`src/rtl/freq_result_calc_pkg.sv`:
```
// Shared constants, FSM encoding and measurement payload for the frequency/duty
// result stage that sits behind the gated reciprocal counter.
package freq_result_calc_pkg;

    // Counter gate terminal count; GATE_CNT_MAX+1 clocks at FS_HZ_DEF is a 1 s half-period.
    localparam int unsigned GATE_CNT_MAX   = 49_999_999;
    localparam int unsigned FS_HZ_DEF      = GATE_CNT_MAX + 1;
    localparam int unsigned DUTY_SCALE_DEF = 1000;
    localparam int unsigned DIV_W_DEF      = 64;
    localparam int unsigned CNT_W          = 32;
    localparam int unsigned DUTY_W         = 10;

    typedef enum logic [2:0] {
        ST_IDLE  = 3'd0,
        ST_MUL   = 3'd1,
        ST_DIV_F = 3'd2,
        ST_DIV_D = 3'd3,
        ST_DONE  = 3'd4
    } calc_state_e;

    typedef struct packed {
        logic [CNT_W-1:0] fs;
        logic [CNT_W-1:0] fx;
        logic [CNT_W-1:0] duty;
    } meas_t;

endpackage

```
`src/rtl/freq_result_calc_seq_divider.sv`:
```
// Restoring shift-subtract divider: one quotient bit per clock, DIV_W clocks per
// division. The start cycle already performs the first iteration on the inputs.
module freq_result_calc_seq_divider
    import freq_result_calc_pkg::*;
#(
    parameter int unsigned DIV_W = DIV_W_DEF
) (
    input  logic             clk_fs,
    input  logic             rst,
    input  logic             start,
    input  logic [DIV_W-1:0] dividend,
    input  logic [CNT_W-1:0] divisor,
    output logic [DIV_W-1:0] quotient,
    output logic             active,
    output logic             done_c
);

    localparam int unsigned IT_W = $clog2(DIV_W + 1);

    logic [DIV_W-1:0] dq_q, dq_d;
    logic [CNT_W-1:0] rem_q, rem_d;
    logic [CNT_W-1:0] dvs_q, dvs_d;
    logic [IT_W-1:0]  it_q, it_d;
    logic             run_q, run_d;

    logic [DIV_W-1:0] src_dq;
    logic [CNT_W-1:0] src_rem;
    logic [CNT_W-1:0] src_dvs;
    logic [CNT_W:0]   trial;
    logic             q_bit;

    // Dividend register doubles as the quotient: bits shift out the top, quotient bits in the bottom.
    always_comb begin
        src_dq  = start ? dividend : dq_q;
        src_rem = start ? '0 : rem_q;
        src_dvs = start ? divisor : dvs_q;
        trial   = {src_rem, src_dq[DIV_W-1]};
        // A zero divisor never produces a quotient bit, so the result drains to 0.
        q_bit   = (src_dvs != '0) && (trial >= {1'b0, src_dvs});

        dq_d   = dq_q;
        rem_d  = rem_q;
        dvs_d  = dvs_q;
        it_d   = it_q;
        run_d  = run_q;
        done_c = 1'b0;

        if (start || run_q) begin
            dq_d  = {src_dq[DIV_W-2:0], q_bit};
            rem_d = q_bit ? CNT_W'(trial - {1'b0, src_dvs}) : trial[CNT_W-1:0];
            dvs_d = src_dvs;
            it_d  = start ? IT_W'(1) : it_q + IT_W'(1);
            run_d = 1'b1;
            if (it_d == IT_W'(DIV_W)) begin
                run_d  = 1'b0;
                done_c = 1'b1;
            end
        end
    end

    always_ff @(posedge clk_fs) begin
        if (rst) begin
            dq_q  <= '0;
            rem_q <= '0;
            dvs_q <= '0;
            it_q  <= '0;
            run_q <= 1'b0;
        end else begin
            dq_q  <= dq_d;
            rem_q <= rem_d;
            dvs_q <= dvs_d;
            it_q  <= it_d;
            run_q <= run_d;
        end
    end

    assign quotient = dq_q;
    assign active   = run_q;

endmodule

```
`src/rtl/freq_result_calc.sv`:
```
// Converts raw gate-window counts into frequency (Hz) and duty (permille) using
// one time-shared sequential divider; recomputes only when the counts change.
module freq_result_calc
    import freq_result_calc_pkg::*;
#(
    parameter int unsigned FS_HZ      = FS_HZ_DEF,
    parameter int unsigned DUTY_SCALE = DUTY_SCALE_DEF,
    parameter int unsigned DIV_W      = DIV_W_DEF
) (
    input  logic              clk_fs,
    input  logic              rst,
    input  logic [CNT_W-1:0]  fs_cnt_buff,
    input  logic [CNT_W-1:0]  fx_cnt_buff,
    input  logic [CNT_W-1:0]  duty_cycle_data,
    output logic [CNT_W-1:0]  freq_hz,
    output logic [DUTY_W-1:0] duty_permille,
    output logic              result_valid,
    output logic              busy,
    output logic              div_zero
);

    calc_state_e       state_q, state_d;
    meas_t             snap_q, snap_d;
    meas_t             meas_in;
    logic [DIV_W-1:0]  num_f_q, num_f_d;
    logic [DIV_W-1:0]  num_d_q, num_d_d;
    logic [DIV_W-1:0]  quo_f_q, quo_f_d;
    logic [CNT_W-1:0]  freq_q, freq_d;
    logic [DUTY_W-1:0] duty_q, duty_d;
    logic              valid_q, valid_d;
    logic              busy_q, busy_d;
    logic              zero_q, zero_d;

    logic              div_start_c;
    logic [DIV_W-1:0]  div_dividend_c;
    logic [DIV_W-1:0]  div_quotient;
    logic              div_active;
    logic              div_done_c;

    assign meas_in = '{fs: fs_cnt_buff, fx: fx_cnt_buff, duty: duty_cycle_data};

    freq_result_calc_seq_divider #(
        .DIV_W (DIV_W)
    ) u_div (
        .clk_fs   (clk_fs),
        .rst      (rst),
        .start    (div_start_c),
        .dividend (div_dividend_c),
        .divisor  (snap_q.fs),
        .quotient (div_quotient),
        .active   (div_active),
        .done_c   (div_done_c)
    );

    always_comb begin
        state_d        = state_q;
        snap_d         = snap_q;
        num_f_d        = num_f_q;
        num_d_d        = num_d_q;
        quo_f_d        = quo_f_q;
        freq_d         = freq_q;
        duty_d         = duty_q;
        zero_d         = zero_q;
        valid_d        = 1'b0;
        div_start_c    = 1'b0;
        div_dividend_c = num_f_q;

        unique case (state_q)
            ST_IDLE: begin
                // busy_q still covers the result cycle, so a pending change waits one more clock.
                if (!busy_q && (meas_in != snap_q)) begin
                    snap_d  = meas_in;
                    state_d = ST_MUL;
                end
            end
            ST_MUL: begin
                num_f_d = DIV_W'(64'(snap_q.fx) * 64'(FS_HZ));
                num_d_d = DIV_W'(64'(snap_q.duty) * 64'(DUTY_SCALE));
                state_d = ST_DIV_F;
            end
            ST_DIV_F: begin
                div_start_c = !div_active;
                if (div_done_c) begin
                    state_d = ST_DIV_D;
                end
            end
            ST_DIV_D: begin
                div_start_c    = !div_active;
                div_dividend_c = num_d_q;
                // Frequency quotient must be parked before the divider is reloaded.
                if (div_start_c) begin
                    quo_f_d = div_quotient;
                end
                if (div_done_c) begin
                    state_d = ST_DONE;
                end
            end
            ST_DONE: begin
                valid_d = 1'b1;
                if (snap_q.fs == '0) begin
                    freq_d = '0;
                    duty_d = '0;
                    zero_d = 1'b1;
                end else begin
                    freq_d = (quo_f_q > DIV_W'({CNT_W{1'b1}})) ? {CNT_W{1'b1}}
                                                                : CNT_W'(quo_f_q);
                    duty_d = (div_quotient > DIV_W'(DUTY_SCALE)) ? DUTY_W'(DUTY_SCALE)
                                                                  : DUTY_W'(div_quotient);
                    zero_d = 1'b0;
                end
                state_d = ST_IDLE;
            end
            default: state_d = ST_IDLE;
        endcase

        busy_d = (state_d != ST_IDLE) || (state_q == ST_DONE);
    end

    always_ff @(posedge clk_fs) begin
        if (rst) begin
            state_q <= ST_IDLE;
            snap_q  <= '0;
            num_f_q <= '0;
            num_d_q <= '0;
            quo_f_q <= '0;
            freq_q  <= '0;
            duty_q  <= '0;
            valid_q <= 1'b0;
            busy_q  <= 1'b0;
            zero_q  <= 1'b0;
        end else begin
            state_q <= state_d;
            snap_q  <= snap_d;
            num_f_q <= num_f_d;
            num_d_q <= num_d_d;
            quo_f_q <= quo_f_d;
            freq_q  <= freq_d;
            duty_q  <= duty_d;
            valid_q <= valid_d;
            busy_q  <= busy_d;
            zero_q  <= zero_d;
        end
    end

    assign freq_hz       = freq_q;
    assign duty_permille = duty_q;
    assign result_valid  = valid_q;
    assign busy          = busy_q;
    assign div_zero      = zero_q;

endmodule
```
`config.mk`:
```
export PLATFORM = sky130hd
export DESIGN_NAME = freq_result_calc
export DESIGN_NICKNAME = d
export VERILOG_FILES = /design/src/rtl/freq_result_calc_pkg.sv /design/src/rtl/freq_result_calc_seq_divider.sv /design/src/rtl/freq_result_calc.sv
export SDC_FILE = /design/constraint.sdc
export NUM_CORES = 2
export LEC_CHECK = 0
export ABC_CLOCK_PERIOD_IN_PS = 6100
export CORE_AREA = 2 2 254 256
export DETAILED_ROUTE_END_ITERATION = 8
export DIE_AREA = 0 0 256 258
export GPL_TIMING_DRIVEN = 0
export PLACE_DENSITY = 0.81
export SLEW_MARGIN = 20
export SYNTH_ARGS = -nofsm -noshare
export SYNTH_HDL_FRONTEND = slang
export SYNTH_SLANG_ARGS = --single-unit
```
`constraint.sdc`:
```
create_clock -name clk_fs -period 6.1 [get_ports clk_fs]
set_input_delay 0.915 -clock clk_fs [delete_from_list [all_inputs] [get_ports clk_fs]]
set_output_delay 0.915 -clock clk_fs [all_outputs]
set_load 0.02 [all_outputs]
```
Word-level counts from Yosys, hierarchy flattened
Cells that the tools add are included.

Input port bits: 98. Flip-flop bits (word level): 434.

Eq/ne operators: 6. $mul: 2. Muxes and demuxes: 20. Add/sub/neg operators: 2. Reductions and logical operators: 13. Bitwise operators: 1. Magnitude comparators: 3.

Operators with widths (number): $mux W32 (5); $ne A96 B96 Y1 (1); $gt A64 B10 Y1 const B (1); $gt A64 B32 Y1 const B (1); $mux W64 (1); $mux W58 (1); $mul A32 B19 Y51 const B (1); $mul A32 B7 Y39 const B (1); $ge A33 B32 Y1 (1); $logic_not A32 Y1 (1); $reduce_bool A32 Y1 (1); $sub A32 B32 Y32 (1); $mux W10 (2); $pmux W3 S4 (1); $mux W3 (3); $add A7 B1 Y7 const B (1); $eq A7 B7 Y1 const B (1); $mux W7 (1); $eq A3 B2 Y1 const B (2); $mux W1 (6); $reduce_and A2 Y1 (2); $eq A3 B1 Y1 const B (1); $eq A3 B3 Y1 const B (1); $logic_not A3 Y1 (1); other kinds (6) (9).

Depth between registers and ports, before layout
Depth in word-level cells: 11. Depth in mapped cells: 24. Mapped depth without buffers: 23.

Modules after synthesis
From an unflattened synthesis, not the netlist that was laid out.

Cells, all modules: 4077. Area total of the unflattened synthesis: 36931.7 um2.

By module, submodules not included: freq_result_calc (instances 1, area an instance 28868.9 um2, cells an instance 3064); freq_result_calc_seq_divider (instances 1, area an instance 8062.7 um2, cells an instance 1013).

Least setup slack after synthesis
OpenSTA, ideal clock, no wires.

Path kind: register to register. Start: register snap_q[36] (netlist bit). End: register num_f_q[45]. Setup time: 0.121 ns. Clock period less this slack: 6.140 ns. Data required time: 5.979 ns. Stages on the path, launching flop included: 23. Arrival time: 6.019 ns. Slack: -0.040 ns. Path buffers: 1. Cells stage by stage: dfxtp_1 > inv_1 > fa_1 > fa_1 > inv_1 > fa_1 > fa_1 > fa_1 > inv_1 > fa_1 > inv_1 > ha_1 > clkbuf_1 > a21o_1 > a21o_1 > a221oi_1 > o21ai_1 > a221o_1 > nand3_1 > a21oi_1 > a311oi_1 > xor2_1 > o21ai_1.

Cells in the longest elaborated chain, start to end: 1.

Ends and longest elaborated chain: start: declaration (line freq_result_calc.sv:23) `meas_t snap_q, snap_d;`; start signal: assignment (line freq_result_calc.sv:133) `snap_q <= snap_d;`; $mul A32 B19 Y51 (line freq_result_calc.sv:77) `num_f_d = DIV_W'(64'(snap_q.fx) * 64'(FS_HZ));`; end signal: assignment (line freq_result_calc.sv:134) `num_f_q <= num_f_d;`; end: declaration (line freq_result_calc.sv:25) `logic [DIV_W-1:0] num_f_q, num_f_d;`.

No other way between the ends. A chain may end at the register's enable or synchronous reset.

Worst setup path in the final report
Start: register snap_q[43] (netlist bit). End: register num_f_q[48].

Same word-level chain as after synthesis.

==> impl_metrics.py <==
metrics = {
    "clock_tree": {
        "clock_latency_ns": 0.61,
        "cts_inserted_buffers": 47,
        "cts-root-to-sink-buffers": 3,
        "cts_tree": "done",
        "cts.sinks": 434,
        "cell_chosen_for_the_clock_root": "sky130_fd_sc_hd__clkbuf_16",
        "holdBufCountCts": 0,
        "path_clk_slew_ns": 0.07,
        "htree_levels": 2,
    },
    "final_layout": {
        "most-common-layout-cells": "406 x sky130_fd_sc_hd__inv_1, 402 x sky130_fd_sc_hd__dfxtp_1, 392 x sky130_fd_sc_hd__nand2_1",
        "mostFrequentLayoutCell": "sky130_fd_sc_hd__inv_1",
        "fillers": 4837,
        "n_antenna_cell": 0,
        "drive_above_1_share_pct": 11.03,
        "final-seq-area_mm2": 0.008806,
        "final_nets": 5027,
        "multiInputGateArea_mm2": 0.02590,
        "synthToLayoutAreaGrowth_pct": 17.47,
    },
    "yosys": {
        "yosys-top-cells-area": "sky130_fd_sc_hd__dfxtp_1 24%, sky130_fd_sc_hd__fa_1 22%, sky130_fd_sc_hd__ha_1 12%",
        "synth.lib_cells_used.distinct": 76,
        "synth.avg_cell_area_um2": 9.172,
        "synthesis.instances": 3910,
        "synthesis.area_mm2": 0.03586,
        "syn-num-nets": 4739,
        "synth.largest_area_cell": "sky130_fd_sc_hd__dfxtp_1",
        "synth_async_reset_ratio_pct": 0,
        "yosysTopAreaCellShare_pct": 24.23,
        "ys_ff_latch": 434,
        "edff_count_synth": 0,
        "post_synth_top_flop": "sky130_fd_sc_hd__dfxtp_1",
        "yosysWarnings": 0,
        "synth.yosys.seq_area_share_pct": 24.23,
    },
    "placement": {
        "pre_cts_ws_ns": -1.301,
        "routabilityCongestion": 0.9821,
        "place.port_buffers": 142,
        "detailedPlacementHpwl_um": 85370,
    },
    "setup_path": {
        "worst_setup_path_start_kind": "register",
        "critical_path.endpoint_type": "register",
        "worst-r2r-cell-count": 23,
        "timing.critical_path.arrival_ns": 6.60,
        "critPathMaxFanout": 6,
        "setup.reg_to_reg.worst_slack_ns": -0.06,
        "cp_data_required_time_ns": 6.54,
        "critPathKind": "register to register",
    },
    "timing": {
        "setup_repair_after_global_routing_missed_its_margin": "yes",
        "setup_viol": 4,
        "layout_worst_path_cycle_share_pct": 101.0,
        "maximum_frequency_from_static_timing_analysis_ghz": 0.1624,
        "timing.clock.skew_ns": 0.02136,
        "tightestPinTransition_ns": 0.9968,
        "setup_ws_ns": -0.05870,
        "finalHoldViolations": 0,
        "final.min_clock_period_ns": 6.159,
        "slew_viol_final": 0,
        "worst_slew_margin_rel_pct": 32.67,
    },
    "floorplan": {
        "die-height_um": 258,
        "core_region_area_mm2": 0.06365,
        "design.die.area_mm2": 0.06605,
        "rows": 93,
        "top_level_ports": 143,
        "effective_utilization_at_floorplan_pct": 56.35,
        "chipWidth_um": 256,
    },
    "run_status": {
        "failed_checks": "design-rule violations, negative setup slack",
        "run_status": "finished, violations left",
    },
    "routing": {
        "routed_wl_um": 114500,
        "vias_per_instance": 6.058,
        "detail_route.first_pass.iterations": 9,
        "final_antenna_net_count": 0,
        "detail_route.drc_violations": 7,
        "routedWlPerCell_um": 22.50,
        "routed-via-count": 30827,
        "detailedRoute.firstIterationViolations": 3611,
    },
    "global_route": {
        "grt_overflow_total": 0,
        "grt_pass1_wl_um": 172700,
        "grt_use_total_pct": 33.60,
        "first_global_vias": 30416,
        "grt_max_degree": 14,
        "grt_antenna_before_repair": 0,
    },
    "hold_path": {
        "min-delay-path-class": "register to register",
        "hold_depth": 2,
    },
    "flow_run": {
        "cap_violations": 0,
    },
}
[cell usage after synthesis (all sizes together), types with 23 or more instances]
| library cell | instances |
|---|---|
| a211oi | 31 |
| a21o | 73 |
| a21oi | 327 |
| a222oi | 39 |
| and2 | 39 |
| buf | 31 |
| clkbuf | 140 |
| dfxtp | 434 |
| fa | 386 |
| ha | 345 |
| inv | 448 |
| mux2i | 143 |
| nand2 | 396 |
| nand2b | 23 |
| nand3 | 35 |
| nand4 | 45 |
| nor2 | 298 |
| nor3 | 39 |
| nor4 | 49 |
| o21ai | 137 |
| xnor2 | 126 |
| xor2 | 88 |
[critical path, cell delays in order, from the launching register on]
cell                         delay [ns]
sky130_fd_sc_hd__dfxtp_4           0.39
sky130_fd_sc_hd__clkinvlp_4        0.14
sky130_fd_sc_hd__buf_12            0.15
sky130_fd_sc_hd__fa_2              0.33
sky130_fd_sc_hd__fa_1              0.49
sky130_fd_sc_hd__inv_1             0.06
sky130_fd_sc_hd__fa_1              0.51
sky130_fd_sc_hd__fa_1              0.52
sky130_fd_sc_hd__fa_1              0.51
sky130_fd_sc_hd__inv_1             0.06
sky130_fd_sc_hd__fa_1              0.55
sky130_fd_sc_hd__inv_1             0.07
sky130_fd_sc_hd__ha_4              0.26
sky130_fd_sc_hd__buf_6             0.13
sky130_fd_sc_hd__buf_6             0.13
sky130_fd_sc_hd__nand3_4           0.09
sky130_fd_sc_hd__nor3_4            0.19
sky130_fd_sc_hd__o211ai_1          0.20
sky130_fd_sc_hd__and4_4            0.26
sky130_fd_sc_hd__o31a_1            0.27
sky130_fd_sc_hd__o21ai_2           0.22
sky130_fd_sc_hd__o21ai_2           0.11
sky130_fd_sc_hd__xor2_2            0.24
sky130_fd_sc_hd__a211oi_2          0.11
[kinds of logic (layout without fill, tap and decap cells)]
| kind of cell | count (synthesis) | after routing | share of synthesized area, % |
|---|---|---|---|
| simple gates | 986 | 986 | 12.32 |
| compound gates | 763 | 763 | 13.35 |
| fa+ha+maj | 731 | 731 | 33.58 |
| buf+inv | 619 | 943 | 6.667 |
| flops | 434 | 434 | 24.23 |
| xor+xnor | 214 | 214 | 5.226 |
| mux | 163 | 163 | 4.629 |
[final timing paths]
kind	startpoint	endpoint
max	snap_q[43]	num_f_q[48]
min	freq_hz[12]	freq_hz[12]
max reg2reg	snap_q[43]	num_f_q[48]
min reg2reg	freq_hz[12]	freq_hz[12]
[sequential cells by signal, indices dropped and copies added, names as in the netlist, 10 cells and up]
signal	count
snap_q	96
num_f_q	51
quo_f_q	64
duty_permille	10
u_div.rem_q	32
u_div.dvs_q	32
freq_hz	32
num_d_q	39
u_div.quotient	64
[routing by layer]
metal | wire (µm) | up-vias | global-route usage (%)
met5 | 0 | - | 0
met4 | 7006 | 0 | 17.85
met3 | 11510 | 352 | 5.556
met2 | 51230 | 1698 | 52.76
met1 | 44740 | 15023 | 44.76
li1 | - | 13754 | -
[through the flow]
step / util, % / cells / hold slack [ns] / area (µm²) / TNS (ns)
after detailed placement: 60.26 / 4907 / 0.4426 / 38360 / -17.58
final: 66.19 / 5089 / 0.4493 / 42130 / -0.1656
after CTS: 64.51 / 5049 / 0.4507 / 41060 / -0.01866
after global placement: 60.26 / 4907 / 0.4384 / 38360 / -13.96
after global routing: 66.19 / 5089 / 0.4703 / 42130 / -1.593
after floorplan: - / 3910 / 0.4246 / 35870 / 0
[cell type report]
class                           instances  share of cell area, %
Timing Repair Buffer                  243                  5.476
Buffer                                167                  1.663
Sequential cell                       434                  20.90
Inverter                              448                  4.063
Tap cell                              855                  2.539
Clock inverter                         15                 0.5049
Clock buffer                           70                  3.383
Multi-Input combinational cell       2857                  61.47
[timing repair]
action / 4_1_cts / 5_1_grt
pin swaps: 37 / 164
gates resized for setup: 155 / 170
endpoints found under the setup margin: 31 / 16
cloned: 0 / 0
buffers inserted: 60 / 41
Power is left out: the tool's default activity adds up to more than one toggle a clock period on the data nets, which glitch-free logic cannot reach.
